### config.mk
export PLATFORM = sky130hd
export DESIGN_NAME = id_ex_operand_stage
export DESIGN_NICKNAME = d
export VERILOG_FILES = /design/src/rtl/id_ex_operand_stage.sv
export SDC_FILE = /design/constraint.sdc
export NUM_CORES = 1
export LEC_CHECK = 0
export CORE_MARGIN = 3
export CORE_UTILIZATION = 37
export CTS_CLUSTER_DIAMETER = 200
export DETAILED_ROUTE_END_ITERATION = 6
export PLACE_DENSITY = 0.78
export SLEW_MARGIN = 20
export SYNTH_ARGS = -nofsm -noshare
export SYNTH_HDL_FRONTEND = slang
export SYNTH_SLANG_ARGS = --single-unit
### constraint.sdc
create_clock -name clk -period 1.86 [get_ports clk]
set_input_delay 0.186 -clock clk [delete_from_list [all_inputs] [get_ports clk]]
set_output_delay 0.186 -clock clk [all_outputs]
set_load 0.02 [all_outputs]
### src/rtl/id_ex_operand_stage.sv
// ID/EX operand stage: resolves rs1/rs2 through EX/MEM and MEM/WB bypasses,
// interlocks on unresolved producers, and registers operands/control into ID/EX.
module id_ex_operand_stage #(
    parameter int XLEN = 32,
    parameter int RA   = 5
) (
    input  logic            clk,
    input  logic            Rst,
    input  logic            IF_ID_valid,
    input  logic [RA-1:0]   IF_ID_rs1,
    input  logic [RA-1:0]   IF_ID_rs2,
    input  logic            IF_ID_uses_rs1,
    input  logic            IF_ID_uses_rs2,
    input  logic [XLEN-1:0] IF_ID_dout_rs1,
    input  logic [XLEN-1:0] IF_ID_dout_rs2,
    input  logic [RA-1:0]   IF_ID_rd,
    input  logic            IF_ID_regwrite,
    input  logic            IF_ID_memread,
    input  logic [RA-1:0]   EX_MEM_rd,
    input  logic            EX_MEM_regwrite,
    input  logic            EX_MEM_memread,
    input  logic [XLEN-1:0] EX_MEM_alures,
    input  logic [RA-1:0]   MEM_WB_rd,
    input  logic            MEM_WB_regwrite,
    input  logic [XLEN-1:0] WB_res,
    input  logic            flush,
    input  logic            stall_cnt_load_i,
    input  logic [31:0]     stall_cnt_load_val_i,
    output logic            stall_id,
    output logic            ID_EX_valid,
    output logic [XLEN-1:0] ID_EX_rs1_val,
    output logic [XLEN-1:0] ID_EX_rs2_val,
    output logic [RA-1:0]   ID_EX_rd,
    output logic            ID_EX_regwrite,
    output logic            ID_EX_memread,
    output logic [31:0]     stall_count
);

    logic            idExValid_q,    idExValid_d;
    logic [XLEN-1:0] idExRs1_q,      idExRs1_d;
    logic [XLEN-1:0] idExRs2_q,      idExRs2_d;
    logic [RA-1:0]   idExRd_q,       idExRd_d;
    logic            idExRegwrite_q, idExRegwrite_d;
    logic            idExMemread_q,  idExMemread_d;
    logic [31:0]     stallCount_q,   stallCount_d;
    logic [XLEN-1:0] rs1Sel, rs2Sel;
    logic            hzRs1, hzRs2;

    // Youngest producer wins; loads in MEM cannot forward, they interlock instead.
    function automatic logic [XLEN-1:0] selectOperand(input logic [RA-1:0] a,
                                                      input logic [XLEN-1:0] d);
        if (a == '0)
            return '0;
        if (EX_MEM_regwrite && !EX_MEM_memread && EX_MEM_rd == a)
            return EX_MEM_alures;
        if (MEM_WB_regwrite && MEM_WB_rd == a)
            return WB_res;
        return d;
    endfunction

    function automatic logic hazard(input logic [RA-1:0] a, input logic uses);
        return IF_ID_valid && uses && (a != '0) &&
               ((idExValid_q && idExRegwrite_q && idExRd_q == a) ||
                (EX_MEM_regwrite && EX_MEM_memread && EX_MEM_rd == a));
    endfunction

    always_comb begin
        rs1Sel = selectOperand(IF_ID_rs1, IF_ID_dout_rs1);
        rs2Sel = selectOperand(IF_ID_rs2, IF_ID_dout_rs2);
        hzRs1  = hazard(IF_ID_rs1, IF_ID_uses_rs1);
        hzRs2  = hazard(IF_ID_rs2, IF_ID_uses_rs2);
    end

    assign stall_id = (hzRs1 || hzRs2) && !flush;

    // Flush and stall both leave a bubble; the held IF/ID instruction retries next cycle.
    always_comb begin
        idExValid_d    = 1'b0;
        idExRs1_d      = '0;
        idExRs2_d      = '0;
        idExRd_d       = '0;
        idExRegwrite_d = 1'b0;
        idExMemread_d  = 1'b0;
        if (!(flush || stall_id)) begin
            idExValid_d    = IF_ID_valid;
            idExRs1_d      = rs1Sel;
            idExRs2_d      = rs2Sel;
            idExRd_d       = IF_ID_rd;
            idExRegwrite_d = IF_ID_regwrite && IF_ID_valid;
            idExMemread_d  = IF_ID_memread && IF_ID_valid;
        end
        stallCount_d = stallCount_q;
        if (stall_cnt_load_i)
            stallCount_d = stall_cnt_load_val_i;
        else if (stall_id && stallCount_q != 32'hFFFF_FFFF)
            stallCount_d = stallCount_q + 32'd1;
    end

    always_ff @(posedge clk) begin
        if (Rst) begin
            idExValid_q    <= 1'b0;
            idExRs1_q      <= '0;
            idExRs2_q      <= '0;
            idExRd_q       <= '0;
            idExRegwrite_q <= 1'b0;
            idExMemread_q  <= 1'b0;
            stallCount_q   <= '0;
        end else begin
            idExValid_q    <= idExValid_d;
            idExRs1_q      <= idExRs1_d;
            idExRs2_q      <= idExRs2_d;
            idExRd_q       <= idExRd_d;
            idExRegwrite_q <= idExRegwrite_d;
            idExMemread_q  <= idExMemread_d;
            stallCount_q   <= stallCount_d;
        end
    end

    assign ID_EX_valid    = idExValid_q;
    assign ID_EX_rs1_val  = idExRs1_q;
    assign ID_EX_rs2_val  = idExRs2_q;
    assign ID_EX_rd       = idExRd_q;
    assign ID_EX_regwrite = idExRegwrite_q;
    assign ID_EX_memread  = idExMemread_q;
    assign stall_count    = stallCount_q;

endmodule

### Word-level counts from Yosys, hierarchy flattened

Index checks and enable logic that the tools add are counted.
Widths: inputs -> output; s select.

| word-level totals | value |
|---|---|
| bits in registers | 104 |
| word-level logic and storage cells | 74 |
| output and inout bits | 105 |
| input port bits | 197 |

| cells by class | value |
|---|---|
| muxes and demuxes | 26 |
| equal/unequal tests | 7 |
| reduce and logical (&&, ||, !) cells | 33 |
| add/subtract/negate cells | 1 |

Operators by type and width:

| cell | number |
|---|---|
| $mux 32 | 14 |
| $add 32x1->32 const B | 1 |
| $ne 32x32->1 const B | 1 |
| $eq 5x5->1 | 6 |
| $logic_and 1x1->1 | 21 |
| $mux 1 | 12 |
| $logic_not 5->1 | 2 |
| $reduce_bool 5->1 | 2 |
| $logic_or 1x1->1 | 4 |
| $logic_not 1->1 | 2 |
| $reduce_bool 2->1 | 1 |
| $reduce_or 2->1 | 1 |

### Longest topological paths before layout

| depth | value |
|---|---|
| word-level depth | 10 |
| gate-level depth with buffers | 10 |
| gate-level depth less buffers | 8 |

### Least setup slack after synthesis

Ideal clock, no wire load.

| path | value |
|---|---|
| path kind | reg-to-reg |
| start | register stallCount_q[2], in the netlist stall_count[2] |
| end | register stallCount_q[26], in the netlist stall_count[26] |
| setup time | 0.103 ns |
| arrival time | 2.118 ns |
| clock period less this slack | 2.222 ns |
| data required time | 1.757 ns |
| buffers on the path | 0 |
| slack | -0.362 ns |
| stages on the path, launching flop included | 7 |
| path through | dfxtp_1 nand4_2 nor4_4 nand2_2 or3_1 nand2b_1 a2111oi_2 |

| between the ends | value |
|---|---|
| cells in the longest elaborated chain, start to end | 3 |
| elaborated cells between the ends (all ways) | 6 |
| those cells by class | add/sub: 1; eq/ne: 1; mux: 2; reduce/logical: 2 |

RTL lines:

| item | RTL line | text |
|---|---|---|
| start, declared | 45 | `logic [31:0] stallCount_q, stallCount_d;` |
| start signal, assigned | 115 | `stallCount_q <= stallCount_d;` |
| $add 32x1->32 or $ne 32x32->1 (tied branches) | 96, 95 |  |
| $mux 32 or $logic_and 1x1->1 (tied branches) | 95 | `else if (stall_id && stallCount_q != 32'hFFFF_FFFF)` |
| $mux 32 or $reduce_bool 2->1 (tied branches) | n/a |  |

Parallel ways exist; a longest one is shown, timed or not. The select of a mux whose other input is x is not followed.
A chain may end at the register's enable or synchronous reset.

### Worst setup path in the final report

| path | value |
|---|---|
| start | register idExRd_q[4], in the netlist ID_EX_rd[4] |
| end | register stallCount_q[22], in the netlist stall_count[22] |

| between the ends | value |
|---|---|
| cells in the longest elaborated chain, start to end | 8 |
| elaborated cells between the ends (all ways) | 12 |
| those cells by class | eq/ne: 2; reduce/logical: 10 |

RTL lines:

| item | RTL line | text |
|---|---|---|
| start, declared | 42 | `logic [RA-1:0] idExRd_q, idExRd_d;` |
| start signal, assigned | 112 | `idExRd_q <= idExRd_d;` |
| $eq 5x5->1 | 63 | `((idExValid_q && idExRegwrite_q && idExRd_q == a) \|\|` |
| $logic_and 1x1->1 | 63 |  |
| $logic_or 1x1->1 | 63 |  |
| $logic_and 1x1->1 | 62 | `return IF_ID_valid && uses && (a != '0) &&` |
| $logic_or 1x1->1 (*) | 74 | `assign stall_id = (hzRs1 \|\| hzRs2) && !flush;` |
| $logic_and 1x1->1 (*) | 74 |  |
| $logic_and 1x1->1 (*) | 95 |  |
| $reduce_bool 2->1 (no source line) (*) | n/a |  |

Every way passes the cells marked *; elsewhere a longest branch is shown, timed or not.

==> summary.md <==
| Metric | Value |
|---|---|
| GRT overflow | 0 |
| Max-slew violations | 0 |
| Slew margin rel. | 72.1% |
| Max VDD drop | 0.627 mV |
| Die area | 0.0180 mm2 |
| Site Rows | 46 |
| Drt first-iter violations | 569 |
| Hold Fails Final Rpt | 0 |
| Final period util | 124% |
| Final TNS setup | -12.82 ns |
| Die Span Y | 134 um |
| Slowest stage cell, crit path | or3_4 |
| Clk Latency, worst-skew pair | 0.35 ns |
| Main synth FF type | dfxtp_1 |
| Pint | 4.31 mW |
| WL/cell | 22.0 um |
| Status | finished, violations left |
| Worst Path Arrival | 2.51 ns |
| Logic pwr share | 28.8% |
| Clock skew | 0.0110 ns |
| DR vias | 7143 |
| Total CTS buffers | 9 |
| Largest net degree at the start of global routing | 65 |
| Crit path required time | about 2.1 ns |
| Sw Share | 29.0% |
| Pwr Total | 6.08 mW |
| Nets | 1261 |
| Max frequency | 435 MHz |
| Worst-path fanout max | 10 |
| # setup viols final | 105 |
| # H-tree levels | 3 |
| First-pass GRT wire length | 40000 um |
| Number of routed nets with antenna violations | 0 |
| CTS tree | yes |
| Sink Count | 104 |
| Crit-path cells | xnor2_1 -> nand4_1 -> or3_4 -> nand2_4 -> a22oi_4 -> buf_4 -> clkbuf_16 -> o31ai_1 -> a311oi_2 |
| Vias in the first global route | 6979 |
| Fillcell total | 1141 |
| Reg2Reg Setup Slack | -0.44 ns |
| Area Growth Syn to Fin | 88.6% |
| GRT Util Overall | 28.2% |
| Gp weighted congestion | 0.910 |
| Leak Pwr | 4.35 nW |
| Critical Path Max Stage Delay | 0.41 ns |
| Psw | approximately 1.8 mW |
| Hold WC Path Type | input port to flop |
| RSZ-0062 raised after global routing | true |
| Multi-input gate area | around 0.0042 mm2 |
| Clock buffer depth | 2 |
| 1st-pass router iterations | 5 |
| Synth cell types | just under 70 |
| Min Tclk post-route | 2.30 ns |
| CP Launch Type | flop |
| Top Ports | about 300 |
| Storage cell area | 0.00215 mm2 |
| CORE AREA | 0.0160 mm2 |
| Vias/cell | 5.55 |
| Die width | 134 um |
| Fraction of layout cells with a size suffix above 1 | 33.1% |
| Crit end category | flop |
| Post-DP HPWL | ~19000 um |
| Detailed Route WL | between 20000 and 30000 um |
| Post-synth EDFFs | 0 |
| Worst Max-Slew Pin Slew | 0.417 ns |
| Yosys Warn Count | 0 |
| Seq/Total Area, Yosys | between 30% and 40% |
| Initial antenna violation count | 5 |
| Max-Cap Viols | 0 |
| FF+latch count, synth | 104 |
| Crit Path Category | flop to flop |
| Port Buffer Count | 301 |
| Syn_nets | 843 |
| Ys async rst share | 0% |
| Flop pwr share | 39.8% |
| Initial core utilization | between 30% and 40% |
| Root buf cell | clkbuf_16 |
| Mapped Cells | 645 |
| Synthesized cell area | slightly above 0.006 mm2 |
| Pwr Density | 529 mW/mm2 |
| Clock share of power | 31.4% |
| Failing checks | setup timing |
| Worst-path clk slew | 0.07 ns |
| Final worst-path setup slack | -0.441 ns |
| Syn avg cell area | between 9 and 10 um2 |
| DRC viols | 0 |
## metal layers
layer	wire length, um	vias up	global-route usage (%)
li1	-	3256	-
met4	1020	2	10.1
met2	14500	357	50.3
met5	13	-	0
met1	10400	3458	32.4
met3	2330	70	7.58
## cells in the mapped netlist (2+ instances only)
library cell | instances | area, um2
buf_2 | 7 | 35.0
a211oi_2 | 60 | 751
a22oi_1 | 2 | 15.0
o2111a_1 | 3 | 33.8
a211oi_1 | 7 | 52.6
and4_4 | 3 | 33.8
buf_6 | 8 | 90.1
o211ai_1 | 8 | 60.1
xnor2_1 | 10 | 87.6
nand4_1 | 15 | 93.8
mux2i_1 | 70 | 701
and3_1 | 14 | 87.6
nand2_1 | 36 | 135
nor2b_1 | 3 | 18.8
a211o_1 | 3 | 26.3
nor4_1 | 16 | 100
o21ai_1 | 3 | 15.0
xor2_1 | 20 | 175
o31ai_1 | 2 | 15.0
or4_1 | 3 | 22.5
inv_1 | 10 | 37.5
nand3_1 | 19 | 95.1
o21ai_0 | 6 | 30.0
nor2_1 | 87 | 327
a32oi_1 | 3 | 26.3
clkbuf_1 | 31 | 116
nand2_2 | 2 | 12.5
nand4b_1 | 3 | 26.3
buf_1 | 2 | 7.51
a21oi_1 | 2 | 10.0
a2111oi_2 | 5 | 75.1
o211ai_4 | 2 | 42.5
mux2_2 | 2 | 22.5
and2_1 | 5 | 31.3
dfxtp_1 | 104 | 2080
nor3_1 | 6 | 30.0
or3_1 | 11 | 68.8
clkbuf_2 | 2 | 10.0
or4_4 | 2 | 22.5
nand2b_1 | 3 | 18.8
a21o_1 | 4 | 30.0
nor3_2 | 2 | 20.0
a311oi_1 | 10 | 87.6
a31oi_1 | 2 | 12.5
and4_1 | 4 | 35.0
## cells in the final DEF, fill, tap and decap left out, types with 8 or more instances in the layout
| cell type | count |
|---|---|
| and3_1 | 10 |
| buf_6 | 17 |
| nand2_1 | 33 |
| dfxtp_1 | 76 |
| nand4_1 | 15 |
| o211ai_1 | 8 |
| or3_1 | 8 |
| dfxtp_2 | 13 |
| clkbuf_16 | 14 |
| dfxtp_4 | 15 |
| inv_1 | 10 |
| a211oi_2 | 62 |
| mux2i_1 | 64 |
| xor2_1 | 20 |
| nor4_1 | 10 |
| buf_4 | 117 |
| nand3_1 | 14 |
| nor2_1 | 87 |
| buf_12 | 16 |
| clkdlybuf4s50_1 | 285 |
## path summary, 6_finish.rpt
path | depth (start not counted) | startpoint | to
min | 2 | IF_ID_rd[3] | ID_EX_rd[3]
min reg2reg | 3 | stall_count[18] | stall_count[18]
max | 9 | ID_EX_rd[4] | stall_count[22]
max reg2reg | 9 | ID_EX_rd[4] | stall_count[22]
## area by class of cell
| class | instances | area share (%) |
|---|---|---|
| Sequential cell | 104 | 18.8 |
| Clock buffer | 12 | 2.23 |
| Inverter | 10 | 0.327 |
| Multi-Input combinational cell | 481 | 36.2 |
| Antenna cell | 4 | 0.0871 |
| Tap cell | 216 | 2.35 |
| Timing Repair Buffer | 457 | 39.9 |
| Clock inverter | 4 | 0.229 |
## repair_timing
| action | in CTS | in global routing |
|---|---|---|
| cloned | 9 | 3 |
| gates resized for setup | 84 | 71 |
| endpoints found under the setup margin | 105 | 100 |
| pin swaps | 31 | 33 |
| hold buffers | 0 | 0 |
| hold endpoints to repair | 0 | 0 |
| setup buffers | 8 | 21 |
## power by group through the flow
| stage | combinational [mW] | clock (mW) | sequential [mW] |
|---|---|---|---|
| after floorplan | 0.417 | 0 | 2.65 |
| after global placement | 1.57 | 0 | 2.46 |
| after detailed placement | 1.59 | 0 | 2.46 |
| after CTS | 1.69 | 1.91 | 2.41 |
| after global routing | 1.84 | 2.01 | 2.43 |
| final | 1.75 | 1.91 | 2.42 |
## state kept, by name (all words and copies together) (netlist names)
register        flops
ID_EX_rd            5
ID_EX_rs2_val      32
ID_EX_memread       1
ID_EX_rs1_val      32
ID_EX_regwrite      1
ID_EX_valid         1
stall_count        32
## critical path: cells and delay by family, from the launching register on
kind / cells / cell delay, ns
AOI/OAI and AO/OA: 3 / 0.66
and+or+nand+nor: 3 / 0.65
DFF: 1 / 0.37
buffers and inverters: 2 / 0.32
xor gates and xnor gates: 1 / 0.15
## logic make-up after synthesis
kind of cell	Yosys count	share of synthesized area (%)
xor gates and xnor gates	30	4.31
buffers and inverters	61	5.11
and+or+nand+nor	245	21.4
DFF	104	34.2
adders and majority gates	1	0.205
AOI/OAI and AO/OA	132	22.9
muxes	72	11.9
## per-stage QoR
stage	hold slack [ns]	area, um2	worst slack, ns	cells	util, %
finish	0.383	11500	-0.441	1288	71.8
global route	0.386	11500	-0.519	1288	71.8
detailed placement	0.598	10300	-0.777	1235	64.4
floorplan	0.294	6200	-0.173	645	-
global placement	0.591	10300	-0.736	1235	64.4
CTS	0.378	11100	-0.271	1267	69.6
Note: power is estimated with default switching activity, not from simulation.
